**src/rtl/program_loader_pkg.sv**
```systemverilog
// Shared definitions for the program loader: FSM state encoding, index width
// and the LEN-byte decoding helper.
// Used by: program_loader (top).
package program_loader_pkg;

    typedef enum logic [2:0] {
        ST_LEN  = 3'd0,
        ST_DATA = 3'd1,
        ST_SUM  = 3'd2,
        ST_RUN  = 3'd3,
        ST_ERR  = 3'd4
    } state_t;

    // One bit wider than the address so that a 256-byte frame can be counted.
    localparam int unsigned IDX_W = 9;

    // A LEN byte of 0x00 stands for a 256-byte payload.
    function automatic logic [IDX_W-1:0] frame_len(input logic [7:0] len_byte);
        return (len_byte == 8'h00) ? 9'd256 : {1'b0, len_byte};
    endfunction

endpackage

```
**src/rtl/program_loader_if.sv**
```systemverilog
// Bundle between a byte-stream source / program store / CPU reset logic and
// the program loader.
// slave  : loader side (consumes the stream, drives store writes and CPU hold)
// master : environment side (drives the stream and reload)
interface program_loader_if;
    logic       in_vld;     // source presents a byte
    logic [7:0] in_dat;     // stream byte
    logic       in_rdy;     // loader accepts this cycle
    logic       reload;     // restart framing at LEN
    logic       prog_we;    // one-cycle program store write strobe
    logic [7:0] prog_addr;  // program store write address
    logic [7:0] prog_dat;   // program store write data
    logic       cpu_hold;   // 1 = CPU held in reset
    logic       done;       // load finished with good checksum
    logic       error;      // checksum mismatch or timeout

    modport slave (
        input  in_vld, in_dat, reload,
        output in_rdy, prog_we, prog_addr, prog_dat, cpu_hold, done, error
    );

    modport master (
        output in_vld, in_dat, reload,
        input  in_rdy, prog_we, prog_addr, prog_dat, cpu_hold, done, error
    );
endinterface

```
**src/rtl/program_loader_timer.sv**
```systemverilog
// Mid-frame idle timer: counts cycles while enabled, cleared on request.
// Ports: i_clk, i_reset (async, active-high), i_clr, i_en, o_expired.
// o_expired is combinational and fires in the idle cycle whose count would
// bring the timer to TIMEOUT, so the FSM leaves on that same edge.
module program_loader_timer #(
    parameter int unsigned TIMEOUT = 0,
    parameter int unsigned CNT_W   = 16
) (
    input  logic i_clk,
    input  logic i_reset,
    input  logic i_clr,
    input  logic i_en,
    output logic o_expired
);
    localparam logic [CNT_W-1:0] LIMIT = CNT_W'(TIMEOUT - 1);

    logic [CNT_W-1:0] r_cnt;

    always_ff @(posedge i_clk or posedge i_reset) begin
        if (i_reset) begin
            r_cnt <= '0;
        end else if (i_clr) begin
            r_cnt <= '0;
        end else if (i_en) begin
            r_cnt <= r_cnt + 1'b1;
        end
    end

    // TIMEOUT of zero disables the check entirely.
    assign o_expired = (TIMEOUT != 0) && i_en && (r_cnt == LIMIT);
endmodule

```
**src/rtl/program_loader.sv**
```systemverilog
// Program store writer: accepts LEN, DATA[0..N-1], SUM over valid/ready,
// writes DATA to addresses 0..N-1 and releases the CPU on a good checksum.
// Ports: i_clk, i_reset (async, active-high), bus (program_loader_if.slave).
import program_loader_pkg::*;

module program_loader #(
    parameter int unsigned TIMEOUT = 0,
    parameter int unsigned CNT_W   = 16
) (
    input  logic               i_clk,
    input  logic               i_reset,
    program_loader_if.slave    bus
);
    state_t           r_state;
    state_t           w_state_nxt;
    logic [7:0]       r_len;
    logic [7:0]       r_sum;
    logic [IDX_W-1:0] r_idx;
    logic             r_we;
    logic [7:0]       r_addr;
    logic [7:0]       r_dat;
    logic             r_hold;
    logic             r_done;
    logic             r_err;

    logic w_framing;
    logic w_loading;
    logic w_rdy;
    logic w_accept;
    logic w_last;
    logic w_expired;

    assign w_framing = (r_state == ST_LEN) || (r_state == ST_DATA) || (r_state == ST_SUM);
    assign w_loading = (r_state == ST_DATA) || (r_state == ST_SUM);
    // Reload blocks acceptance in the same cycle so no byte slips into the old frame.
    assign w_rdy     = w_framing & ~bus.reload;
    assign w_accept  = bus.in_vld & w_rdy;
    assign w_last    = (r_idx + 9'd1) == frame_len(r_len);

    program_loader_timer #(
        .TIMEOUT (TIMEOUT),
        .CNT_W   (CNT_W)
    ) u_timer (
        .i_clk     (i_clk),
        .i_reset   (i_reset),
        .i_clr     (w_accept | bus.reload | ~w_loading),
        .i_en      (w_loading & ~w_accept & ~bus.reload),
        .o_expired (w_expired)
    );

    always_comb begin
        w_state_nxt = r_state;
        if (bus.reload) begin
            w_state_nxt = ST_LEN;
        end else begin
            case (r_state)
                ST_LEN:  if (w_accept) w_state_nxt = ST_DATA;
                ST_DATA: begin
                    if (w_accept) begin
                        if (w_last) w_state_nxt = ST_SUM;
                    end else if (w_expired) begin
                        w_state_nxt = ST_ERR;
                    end
                end
                ST_SUM: begin
                    if (w_accept)       w_state_nxt = (bus.in_dat == r_sum) ? ST_RUN : ST_ERR;
                    else if (w_expired) w_state_nxt = ST_ERR;
                end
                default: w_state_nxt = r_state;
            endcase
        end
    end

    always_ff @(posedge i_clk or posedge i_reset) begin
        if (i_reset) r_state <= ST_LEN;
        else         r_state <= w_state_nxt;
    end

    always_ff @(posedge i_clk or posedge i_reset) begin
        if (i_reset) begin
            r_len  <= '0;
            r_sum  <= '0;
            r_idx  <= '0;
            r_we   <= 1'b0;
            r_addr <= '0;
            r_dat  <= '0;
            r_hold <= 1'b1;
            r_done <= 1'b0;
            r_err  <= 1'b0;
        end else begin
            r_we   <= 1'b0;
            // Status flags follow the next state so they change with it.
            r_hold <= (w_state_nxt != ST_RUN);
            r_done <= (w_state_nxt == ST_RUN);
            r_err  <= (w_state_nxt == ST_ERR);
            if (bus.reload) begin
                r_sum <= '0;
                r_idx <= '0;
            end else if (w_accept) begin
                case (r_state)
                    ST_LEN: begin
                        r_len <= bus.in_dat;
                        r_sum <= bus.in_dat;
                        r_idx <= '0;
                    end
                    ST_DATA: begin
                        r_we   <= 1'b1;
                        r_addr <= r_idx[7:0];
                        r_dat  <= bus.in_dat;
                        r_sum  <= r_sum + bus.in_dat;
                        r_idx  <= r_idx + 9'd1;
                    end
                    default: ;
                endcase
            end
        end
    end

    assign bus.in_rdy    = w_rdy;
    assign bus.prog_we   = r_we;
    assign bus.prog_addr = r_addr;
    assign bus.prog_dat  = r_dat;
    assign bus.cpu_hold  = r_hold;
    assign bus.done      = r_done;
    assign bus.error     = r_err;
endmodule

```
**src/flat_wrapper.sv**
```systemverilog
// flat-port wrapper written by rule: the top's interface ports become plain ports
module program_loader_flat 
#(
    parameter int unsigned TIMEOUT = 0,
    parameter int unsigned CNT_W   = 16
)
  (i_clk, i_reset, bus_in_vld, bus_in_dat, bus_reload, bus_in_rdy, bus_prog_we, bus_prog_addr, bus_prog_dat, bus_cpu_hold, bus_done, bus_error);
  program_loader_if bus_i ();
  input  logic i_clk;
  input  logic i_reset;
  input wire logic [$bits(bus_i.in_vld)-1:0] bus_in_vld;
  input wire logic [$bits(bus_i.in_dat)-1:0] bus_in_dat;
  input wire logic [$bits(bus_i.reload)-1:0] bus_reload;
  output wire logic [$bits(bus_i.in_rdy)-1:0] bus_in_rdy;
  output wire logic [$bits(bus_i.prog_we)-1:0] bus_prog_we;
  output wire logic [$bits(bus_i.prog_addr)-1:0] bus_prog_addr;
  output wire logic [$bits(bus_i.prog_dat)-1:0] bus_prog_dat;
  output wire logic [$bits(bus_i.cpu_hold)-1:0] bus_cpu_hold;
  output wire logic [$bits(bus_i.done)-1:0] bus_done;
  output wire logic [$bits(bus_i.error)-1:0] bus_error;
  assign bus_i.in_vld = bus_in_vld;
  assign bus_i.in_dat = bus_in_dat;
  assign bus_i.reload = bus_reload;
  assign bus_in_rdy = bus_i.in_rdy;
  assign bus_prog_we = bus_i.prog_we;
  assign bus_prog_addr = bus_i.prog_addr;
  assign bus_prog_dat = bus_i.prog_dat;
  assign bus_cpu_hold = bus_i.cpu_hold;
  assign bus_done = bus_i.done;
  assign bus_error = bus_i.error;
  program_loader #(.TIMEOUT(TIMEOUT), .CNT_W(CNT_W)) u_core (.i_clk(i_clk), .i_reset(i_reset), .bus(bus_i));
endmodule
```
**config.mk**
```make
export PLATFORM = sky130hd
export DESIGN_NAME = program_loader_flat
export DESIGN_NICKNAME = d
export VERILOG_FILES = /design/src/rtl/program_loader_pkg.sv /design/src/rtl/program_loader_if.sv /design/src/rtl/program_loader_timer.sv /design/src/rtl/program_loader.sv /design/src/flat_wrapper.sv
export SDC_FILE = /design/constraint.sdc
export NUM_CORES = 1
export LEC_CHECK = 0
export CAP_MARGIN = 20
export CORE_MARGIN = 1
export CORE_UTILIZATION = 59
export DETAILED_ROUTE_END_ITERATION = 10
export HOLD_SLACK_MARGIN = 0.12
export PLACE_DENSITY = 0.87
export SLEW_MARGIN = 30
export SYNTH_ARGS = -nofsm -noshare
export SYNTH_HDL_FRONTEND = slang
export SYNTH_SLANG_ARGS = --single-unit
```
**constraint.sdc**
```tcl
create_clock -name i_clk -period 6.8 [get_ports i_clk]
set_input_delay 2.04 -clock i_clk [delete_from_list [all_inputs] [get_ports i_clk]]
set_output_delay 2.04 -clock i_clk [all_outputs]
set_load 0.1 [all_outputs]
```
Word-level counts from Yosys, hierarchy flattened
Cells that the tools add are included.
- logic and storage cells: 48
- input bits: 12
- output and inout bits: 21
- register bits: 48
- reduce and logical (&&, ||, !) cells: 9
- muxes and demuxes: 17
- add/subtract/negate cells: 2
- bitwise gates (word level): 3
- equal/unequal tests: 7
- operators by type and width (operator ; count):
    two-way mux 9 bit ; 3
    two-way mux 3 bit ; 6
    one-hot mux 9 bit (2 select lines) ; 1
    two-way mux 8 bit ; 2
    one-hot mux 8 bit (2 select lines) ; 1
    adder 9 x 1 -> 9 bit (second input constant) ; 1
    == test 9 bit ; 1
    one-hot mux 3 bit (3 select lines) ; 1
    adder 8 bit ; 1
    == test 8 bit ; 1
    logical NOT 8 bit ; 1
    == test 3 x 2 -> 1 bit (second input constant) ; 2
    AND reduction 3 bit ; 2
    == test 3 x 1 -> 1 bit (second input constant) ; 1
    == test 3 bit (second input constant) ; 1
    logical NOT 3 bit ; 1
    two-way mux 1 bit ; 3
    inequality test 3 x 2 -> 1 bit (second input constant) ; 1
    nonzero test 3 bit ; 1
    bitwise AND 1 bit ; 2
    logical OR 1 bit ; 2
    AND reduction 2 bit ; 1
    nonzero test 2 bit ; 1
    NOT 1 bit ; 1

Longest topological paths before layout
Gate-level depths: netlist of run 1.
- word-level depth: 9
- gate-level depth with buffers: 9
- mapped depth without buffers: 9

Hierarchy
From an unflattened synthesis of run 1, not the netlist that was laid out.
- cells, all modules: 299
- area total of the unflattened synthesis: 2748.9 um2
- by module, submodules not included (module ; area an instance (um2) ; seq. area each (um2) ; instances ; cells an instance):
    program_loader ; 2737.6 ; 1202.4 ; 1 ; 297
    program_loader_timer ; 11.3 ; 0.0 ; 1 ; 2

Worst setup path after synthesis of run 1
OpenSTA, ideal clock, no wires.
- kind: input to output
- start: in bus_reload
- end: out bus_in_rdy
- required time: 4760 ps
- stages: 1
- path buffers: 0
- arrival time: 3357 ps
- path slack: 1403 ps
- cell sequence: a211oi_2
- word-level cells in the longest chain between the ends: 2
- RTL lines (what ; RTL line ; source):
    from (decl) ; flat_wrapper.sv:13 ; input wire logic [$bits(bus_i.reload)-1:0] bus_reload;
    NOT 1 bit (no source line) ; -- ;
    bitwise AND 1 bit ; program_loader.sv:36 ; assign w_rdy = w_framing & ~bus.reload;
    to (decl) ; flat_wrapper.sv:14 ; output wire logic [$bits(bus_i.in_rdy)-1:0] bus_in_rdy;
Every way passes these cells.

Worst setup path in the final report of run 1
Ends and elaborated chain as after synthesis.

==> run_results.csv, run 1 <==
group,metric,value,unit
drt,viasPerCell,6.16,
floorplanning,die_area,4650,um^2
yosys,synthArstFlopShare,100,%
clocking,post_cts_buffers,0,
drt,vias,2009,
grt,grt_first_pass_wirelength,8960,um
drt,drt_iter0_drc,191,
sta,period_share,80.8,%
clocking,clk_latency,0.30,ns
floorplanning,dieHeight,68.2,um
placement,port_buffers,32,
power,p_per_area,251,nW/um^2
layout,num_antenna_cells,0,
critical_path,worst_ep_required_time,4.76,ns
layout,final_util,73.5,%
grt,gr-usage-all-layers,26.4,%
yosys,synthTopCellsByCount,"dfrtp_1 (47), mux2_2 (22), nand2_1 (18)",
critical_path,reg2regPathDepth,7,
sta,timing_max_transition_violations_final,0,
yosys,netlist_area,2590,um^2
worst_hold_path,hp-class,"flip-flop to flip-flop",
yosys,synth_edf_count,0,
yosys,synthFlopType,"dfrtp_1",
floorplanning,die_w,68.2,um
placement,dp_hpwl,3660,um
grt,grt_max_degree,49,
clocking,path_clk_slew,0.08,ns
floorplanning,start_util,62.9,%
power,peakVddDrop,0.000187,V
layout,area_delta_synth_final,17.0,%
drt,drt_wl_total,5280,um
clocking,numCtsBuffers,5,
critical_path,cpPeakStageDelay,0.68,ns
drt,dr.pass1.iters,5,
layout,layout.nets,296,
power,leakagePower,1.29,nW
clocking,cts_tree,"yes",
drt,ant_nets,0,
sta,max_freq,182,MHz
yosys,synth_top_area_cell,"dfrtp_1",
grt,grt_pass1_vias,1879,
sta,slew_headroom,34.3,%
critical_path,worstPathCellList,"clkdlybuf4s50_1 -> a211oi_2 -> buf_4",
outcome,status,"finished clean",
sta,fin_crit,5.49,ns
clocking,cts_buffer_depth,2,
floorplanning,rows,23,
critical_path,endpoint_kind,"output port",
critical_path,cp.arrival,3.45,ns
clocking,holdBufCountCts,0,
grt,antenna_found_initial,0,
yosys,synth_top_area_share,45.5,%
yosys,post-synth-top-count-cell,"dfrtp_1",
yosys,syn_inst,248,
sta,worst_pin_slew,0.982,ns
critical_path,critPathKind,"primary input to output port",
sta,finalSetupTns,0,ns
sta,clock_skew,0.00376,ns
run,drv_cap,0,
yosys,synth_cell_types,49,
yosys,ys_seq_elements,48,
layout,seqCellArea,1200,um^2
yosys,syn_nets,269,
floorplanning,core-area,4120,um^2
critical_path,crit_slowest_cell,"clkdlybuf4s50_1",
clocking,cts.repair.resized,0,
placement,gp_congestion,0.940,
clocking,cts-root-buf,"clkbuf_8",
drt,route.detailed.drc,0,
worst_hold_path,min_delay_path_depth,2,
floorplanning,ioPinCount,33,
grt,grt-ovfl-total,0,
critical_path,crit_fanout,16,
sta,setup_viol,0,
layout,num-fill-cells,299,
clocking,h-tree-depth,2,
layout,multi_input_area,1300,um^2
drt,avgRoutedWirePerCell,16.2,um
critical_path,critPathLaunchType,"primary input",
sta,final_hold_viol_count,0,
clocking,clock_sinks,48,
layout,drive_gt1_share,15.2,%
yosys,yosysSeqAreaShare,46.5,%
yosys,ys_warn_count,0,
yosys,yosys-top-cells-area,"dfrtp_1 (45%), mux2_2 (9.6%), xnor2_1 (4.7%)",
sta,rsz0062_at_grt,"no",
yosys,postSynthAreaPerCell,10.4,um^2
## flip-flops by register name, indices dropped and copies added, names as in the netlist
| signal | count |
|---|---|
| u_core.r_len | 8 |
| u_core.r_idx | 9 |
| u_core.r_state | 3 |
| u_core.r_sum | 8 |
| u_core.bus.done | 1 |
| u_core.bus.error | 1 |
| u_core.bus.prog_addr | 8 |
| u_core.bus.prog_we | 1 |
| u_core.bus.prog_dat | 8 |
| u_core.bus.cpu_hold | 1 |
## through the flow
step	total power [W]	instance area [um^2]	hold WS, ns	std cells	setup slack [ns]
after floorplan	0.000506	2590	0.451	248	1.40
after global placement	0.000554	2920	0.461	318	1.36
after detailed placement	0.000561	2920	0.475	318	1.32
after CTS	0.000762	3030	0.498	326	1.31
after global routing	0.000789	3030	0.530	326	1.23
final	0.000758	3030	0.494	326	1.31
## kinds of logic (layout without fill, tap and decap cells)
| logic type | count (synthesis) | after routing | share of synthesized area, % |
|---|---|---|---|
| AOI/OAI and AO/OA | 46 | 46 | 12.0 |
| xor gates and xnor gates | 18 | 18 | 6.09 |
| adders and majority gates | 9 | 9 | 4.64 |
| buffers and inverters | 21 | 49 | 3.34 |
| DFF | 48 | 48 | 46.5 |
| muxes | 25 | 25 | 10.7 |
| and+or+nand+nor | 81 | 81 | 16.7 |
## critical path: cells and delay by family
kind	cells	cell delay [ns]
AOI/OAI and AO/OA	1	0.38
buffers and inverters	2	1.03
## cell usage in the layout (no fill, tap or decap), drive strengths merged, types with 3 or more instances in the layout
cell | Yosys | layout
nor2b | 3 | 3
ha | 8 | 8
nand4 | 3 | 3
inv | 9 | 8
nand2 | 18 | 18
clkdlybuf4s50 | 0 | 31
a211oi | 5 | 5
dfrtp | 47 | 47
nor3 | 5 | 5
mux2 | 22 | 22
nor2 | 16 | 16
a21oi | 5 | 5
nor4 | 5 | 5
clkbuf | 8 | 6
a21o | 3 | 3
o31ai | 5 | 5
nor3b | 3 | 3
xnor2 | 14 | 14
nand3 | 13 | 13
and3 | 4 | 4
xor2 | 4 | 4
mux2i | 3 | 3
o21ai | 14 | 14
## routing by layer
layer / global-route usage (%) / vias up / part of all wire (%)
li1: - / 952 / -
met1: 34.7 / 968 / 43
met2: 42.6 / 77 / 49
met3: 5.83 / 12 / 5.7
met4: 9.64 / 0 / 2.2
met5: 0 / - / 0
## path summary, 6_finish.rpt
check,startpoint,end,slack (ns)
setup reg to reg,u_core.r_idx[0]$_DFFE_PP0P_,u_core.r_state[0]$_DFF_PP0_,4.36
setup / recovery,bus_reload,bus_in_rdy,1.31
max in group asynchronous,i_reset,u_core.bus.done$_DFF_PP0_,4.14
hold / removal,u_core.bus.prog_dat[1]$_DFFE_PP0P_,u_core.bus.prog_dat[1]$_DFFE_PP0P_,0.49
hold reg to reg,u_core.bus.prog_dat[1]$_DFFE_PP0P_,u_core.bus.prog_dat[1]$_DFFE_PP0P_,0.49
min in group asynchronous,i_reset,u_core.bus.prog_dat[5]$_DFFE_PP0P_,2.18
## final cells by class
type / instances / share of cell area, %
Sequential cell: 48 / 39.7
Multi-Input combinational cell: 179 / 43.0
Clock inverter: 2 / 1.16
Timing Repair Buffer: 32 / 10.5
Tap cell: 50 / 2.07
Inverter: 9 / 1.16
Clock buffer: 6 / 2.40
## report_power, final
group | leakage [nW] | internal, W | switching [W]
clock network | 0.0552 | 0.000109 | 0.0000928
registers | 0.625 | 0.000311 | 0.0000224
logic | 0.612 | 0.0000740 | 0.000149
(Power assumes the default switching activity.)
==> run 2, diff against run 1 <==
- CORE_UTILIZATION: 59 -> 50
- PLACE_DENSITY: 0.87 -> 0.79
- clock period: 6.8 -> 4.5 ns (I/O delays scaled with it)
==> run 2 against run 1 <==
  * Via count fell by 2.2%
  * Routed wire length rose by 0.49%
  * Cell area rose by 1.7%
  * Non-clock buffer count rose by 5
  * First-iteration DRC count fell by 34%
  * Die area rose by 17%
  * Global-route usage fell by 4.6 points
  * Combinational power rose by 52%
  * Register-to-register slack got worse by 2.3 ns
  * Setup slack got worse by 0.52 ns
  * Worst hold slack got worse by 0.015 ns
  * Clock skew rose by 0.0032 ns
  * Largest cell class unchanged
==> run_results.csv, run 2 (synthesis gave the netlist of run 1 again) <==
group,metric,value,unit
outcome,status,"finished clean",
clocking,cts_tree,"yes",
drt,dr.pass1.iters,4,
worst_hold_path,hold_start,"u_core.bus.prog_addr[6]$_DFFE_PP0P_",
floorplanning,rows,25,
critical_path,timing.rr.start,"u_core.r_state[0]$_DFF_PP0_",
power,leakagePower,1.31,nW
clocking,clk_latency,0.30,ns
floorplanning,core-area,4850,um^2
critical_path,reg2regPathDepth,5,
run,drv_cap,0,
grt,grt_pass1_vias,1875,
clocking,path_clk_slew,0.07,ns
critical_path,r2r_end,"u_core.r_state[0]$_DFF_PP0_",
worst_hold_path,min_delay_path_depth,2,
drt,route.detailed.drc,0,
sta,finalSetupTns,0,ns
sta,rsz0062_at_grt,"no",
grt,gr-usage-all-layers,21.8,%
critical_path,crit_family,"buffers and inverters",
sta,max_freq,269,MHz
clocking,post_cts_buffers,0,
layout,final_common_cell,"dfrtp_1",
sta,final_hold_viol_count,0,
drt,drt_iter0_drc,126,
layout,largest_reg_flops,9,
sta,worst_pin_slew,0.978,ns
critical_path,cp_num_buf_inv,2,
critical_path,critPathLaunchType,"primary input",
sta,slew_headroom,34.6,%
floorplanning,die_area,5470,um^2
drt,viasPerCell,5.64,
critical_path,crit_slowest_cell,"clkdlybuf4s50_1",
sta,timing_max_transition_violations_final,0,
sta,fin_crit,3.71,ns
power,p_per_area,359,nW/um^2
drt,vias,1964,
clocking,cts_buffer_depth,2,
floorplanning,start_util,53.4,%
clocking,cts.repair.resized,0,
floorplanning,ioPinCount,33,
worst_hold_path,hp-class,"flip-flop to flip-flop",
clocking,numCtsBuffers,5,
clocking,clock_sinks,48,
clocking,holdBufCountCts,0,
placement,pre_cts_slack,0.702,ns
grt,grt_max_degree,49,
grt,grt_first_pass_wirelength,8840,um
grt,grt-ovfl-total,0,
drt,drt_wl_total,5310,um
layout,layout_common_cells,"dfrtp_1 (47), clkdlybuf4s50_1 (31), mux2_2 (22)",
critical_path,worstPathCellList,"clkdlybuf4s50_1 -> a211oi_2 -> buf_12",
placement,port_buffers,32,
worst_hold_path,hold_path_end,"u_core.bus.prog_addr[6]$_DFFE_PP0P_",
drt,ant_nets,0,
critical_path,cpPeakStageDelay,0.43,ns
sta,setup_viol,0,
grt,antenna_found_initial,0,
power,finalPower,0.00110,W
layout,num_antenna_cells,0,
clocking,h-tree-depth,2,
layout,multi_input_area,1300,um^2
floorplanning,die_w,73.9,um
critical_path,crit_fanout,4,
sta,clock_skew,0.00692,ns
sta,period_share,82.5,%
layout,top_register,"u_core.r_idx",
drt,avgRoutedWirePerCell,15.2,um
placement,dp_hpwl,3870,um
clocking,cts-root-buf,"clkbuf_8",
sta,finalWorstSetupSlack,0.786,ns
critical_path,r2r_setup_slack,2.11,ns
critical_path,worst_ep_required_time,3.15,ns
critical_path,endpoint_kind,"output port",
layout,drive_gt1_share,16.0,%
layout,seqCellArea,1200,um^2
floorplanning,dieHeight,73.9,um
critical_path,cp.arrival,2.36,ns
layout,layout.nets,301,
layout,num-fill-cells,410,
placement,gp_congestion,0.915,
layout,area_delta_synth_final,19.0,%
power,peakVddDrop,0.000300,V
critical_path,critPathKind,"primary input to output port",
## run 2: cell count changes in the layout (fill, tap and decap cells not counted)
cell,previous run,this run
inv_4,0,1
clkbuf_8,5,6
nand2_2,1,0
clkinv_2,2,0
clkbuf_1,1,2
bufinv_16,1,0
buf_4,1,5
nand2_1,17,18
buf_12,0,1
## run 2: how the worst max path moves through the flow
| stage | startpoint | to | slack [ns] | cells past startpoint |
|---|---|---|---|---|
| 3_5_place_dp | bus_in_dat[0] | u_core.r_sum[6]$_DFFE_PP0P_ | 0.70 | 10 |
| 5_1_grt | bus_reload | bus_in_rdy | 0.71 | 3 |
| 4_1_cts | bus_reload | bus_in_rdy | 0.77 | 3 |
| 2_1_floorplan | bus_reload | bus_in_rdy | 0.48 | 1 |
| 6_report | bus_reload | bus_in_rdy | 0.79 | 3 |
| 3_3_place_gp | bus_reload | bus_in_rdy | 0.79 | 3 |
## run 2: power breakdown
| part | total [W] | internal, W | leakage, nW | switching [W] |
|---|---|---|---|---|
| Clock | 0.000259 | 0.000125 | 0.0455 | 0.000133 |
| Combinational | 0.000339 | 0.000115 | 0.640 | 0.000224 |
| Sequential | 0.000506 | 0.000470 | 0.625 | 0.0000361 |
| Total | 0.00110 | 0.000710 | 1.31 | 0.000394 |
## run 2: stage by stage
stage	utilization (%)	instances	hold WS, ns	instance area [um^2]
2_1_floorplan	-	248	0.451	2590
5_1_grt	63.5	348	0.523	3080
6_report	63.5	348	0.478	3080
3_3_place_gp	61.6	340	0.464	2990
4_1_cts	63.5	348	0.488	3080
3_5_place_dp	61.7	340	0.471	2990
## run 2: final cells by class
| type | count | area share (%) |
|---|---|---|
| well taps | 67 | 2.72 |
| flip-flops and latches | 48 | 39.0 |
| multi-input cells | 179 | 42.2 |
| clock buffers | 8 | 2.93 |
| inverters | 9 | 1.18 |
| repair buffers | 37 | 11.9 |
## run 2: tightest hold or removal path: stages, from the launching register on
cell	delay [ns]
dfrtp_1	0.34
nand2_1	0.04
o21ai_0	0.06
## run 2: layer usage
metal | vias to the layer above | wire (um) | global-route usage (%)
met3 | 11 | 192 | 4.07
met4 | 0 | 124 | 8.55
met5 | - | 0 | 0
li1 | 955 | - | -
met1 | 953 | 2430 | 29.1
met2 | 45 | 2560 | 35.4
==> run 3, diff against run 2 <==
- CORE_UTILIZATION: 50 -> 55
- PLACE_DENSITY: 0.79 -> 0.82
- clock period: 4.5 -> 3.66 ns (I/O delays scaled with it)
==> run 3 against run 2 <==
  * The flow now finishes with violations (design-rule violations)
  * Clock power up 25%
  * Clock skew up 0.0085 ns
  * Utilization up 4.4 points
  * Sequential power up 23%
  * Register-to-register slack worse by 0.88 ns
==> run_results.csv, run 3 (synthesis gave the netlist of run 1 again) <==
group,metric,value,unit
outcome,status,"finished, violations left",
outcome,violations,"design-rule violations",
critical_path,critPathLaunch,"bus_reload",
sta,timing_max_transition_violations_final,0,
layout,area_delta_synth_final,16.6,%
drt,vias,2030,
grt,grt-ovfl-total,0,
sta,worst_pin_slew,0.585,ns
placement,pre_cts_slack,0.146,ns
placement,dpl_cell_area,2930,um^2
grt,gr-usage-all-layers,24.3,%
grt,grt_first_pass_wirelength,9360,um
grt,grt_busiest_layer,"met2",
placement,gp_congestion,0.877,
critical_path,endpoint_kind,"output port",
layout,final_common_cell,"dfrtp_1",
layout,drive_gt1_share,23.4,%
drt,viasPerCell,6.08,
power,power.switching,0.000492,W
layout,top_register,"u_core.r_idx",
sta,slew_headroom,60.9,%
power,leakagePower,1.35,nW
clocking,post_cts_buffers,0,
run,drv_cap,0,
layout,final_util,67.9,%
sta,rsz0062_at_grt,"no",
layout,layout_common_cells,"dfrtp_1 (47), buf_4 (26), mux2_2 (22)",
power,p_per_area,450,nW/um^2
critical_path,critPathKind,"primary input to output port",
power,seqPwrFrac,45.9,%
worst_hold_path,hp-class,"flip-flop to flip-flop",
power,comb_power_share,30.3,%
grt,use_met1,32.4,%
clocking,clock_sinks,48,
clocking,cts_buffer_depth,2,
drt,avgRoutedWirePerCell,16.3,um
clocking,numCtsBuffers,5,
drt,drt_wl_total,5460,um
clocking,holdBufCountCts,0,
critical_path,crit_fanout,4,
floorplanning,core-area,4440,um^2
critical_path,worst_ep_required_time,2.56,ns
placement,dp_hpwl,3940,um
layout,largest_reg_flops,9,
clocking,h-tree-depth,2,
floorplanning,ioPinCount,33,
power,p_int,0.000866,W
sta,final_hold_viol_count,0,
critical_path,timing.rr.start,"u_core.r_idx[0]$_DFFE_PP0P_",
clocking,clk_latency,0.30,ns
grt,met3_usage,5.13,%
sta,finalSetupTns,0,ns
drt,drt_iter0_drc,136,
critical_path,critPathLaunchType,"primary input",
sta,max_freq,305,MHz
worst_hold_path,hold_start,"u_core.bus.prog_addr[6]$_DFFE_PP0P_",
layout,layout.nets,302,
floorplanning,dieHeight,70.6,um
power,clkPwrFrac,23.8,%
clocking,cts_tree,"yes",
floorplanning,die_w,70.6,um
clocking,cts-root-buf,"clkbuf_8",
layout,post-route-cell-area,3020,um^2
sta,finalWorstSetupSlack,0.386,ns
grt,use_met2,40.0,%
drt,route.detailed.drc,2,
clocking,cts.repair.resized,0,
power,peakVddDrop,0.000395,V
grt,grt_max_degree,49,
grt,grt_pass1_vias,1956,
sta,setup_viol,0,
sta,fin_crit,3.27,ns
placement,port_buffers,32,
clocking,path_clk_slew,0.08,ns
layout,num_antenna_cells,0,
floorplanning,rows,24,
floorplanning,die_area,4980,um^2
drt,dr.pass1.iters,7,
power,finalPower,0.00136,W
grt,antenna_found_initial,0,
sta,period_share,89.4,%
drt,ant_nets,0,
sta,clock_skew,0.0154,ns
floorplanning,start_util,58.2,%
critical_path,cp.arrival,2.18,ns
power,swShare,36.2,%
run 3: cell count changes in the layout (fill, tap and decap cells not counted), sizes merged:
| cell | previous run | this run |
|---|---|---|
| buf | 6 | 27 |
| clkdlybuf4s50 | 31 | 11 |
run 3: stage by stage:
step	hold slack [ns]	std cells
floorplan	0.451	248
global placement	0.463	326
detailed placement	0.474	326
CTS	0.493	334
global route	0.524	334
finish	0.484	334
run 3: final cells by class:
class                           instances  area (um^2)
Clock buffer                            8         90.1
Fill cell                             367         1430
Inverter                                9         36.3
Multi-Input combinational cell        179         1300
Sequential cell                        48         1200
Tap cell                               52         65.1
Timing Repair Buffer                   38          325
run 3: final timing paths:
path                                                       end  slack (ns)  depth (start not counted)
setup / recovery                                    bus_in_rdy        0.39                          3
max in group asynchronous          u_core.r_sum[6]$_DFFE_PP0P_        2.04                          2
hold reg to reg            u_core.bus.prog_addr[6]$_DFFE_PP0P_        0.48                          2
setup reg to reg                   u_core.r_state[0]$_DFF_PP0_        1.23                          7
min in group asynchronous  u_core.bus.prog_addr[1]$_DFFE_PP0P_        1.21                          2
hold / removal             u_core.bus.prog_addr[6]$_DFFE_PP0P_        0.48                          2
run 3: worst max-delay path: stages:
cell and delay [ns]:
clkdlybuf4s50_1 0.45, a211oi_2 0.39, buf_12 0.24
run 3: power by group through the flow:
stage,combinational (W),sequential [W],clock (W)
finish,0.000411,0.000624,0.000323
global route,0.000436,0.000630,0.000349
CTS,0.000412,0.000623,0.000329
detailed placement,0.000411,0.000633,0
global placement,0.000403,0.000632,0
floorplan,0.000166,0.000774,0
run 3: layer usage:
layer  part of all wire (%)  wire length, um
met5                      0                0
met4                    1.9              105
met3                    4.3              236
met2                     49             2680
met1                     45             2430
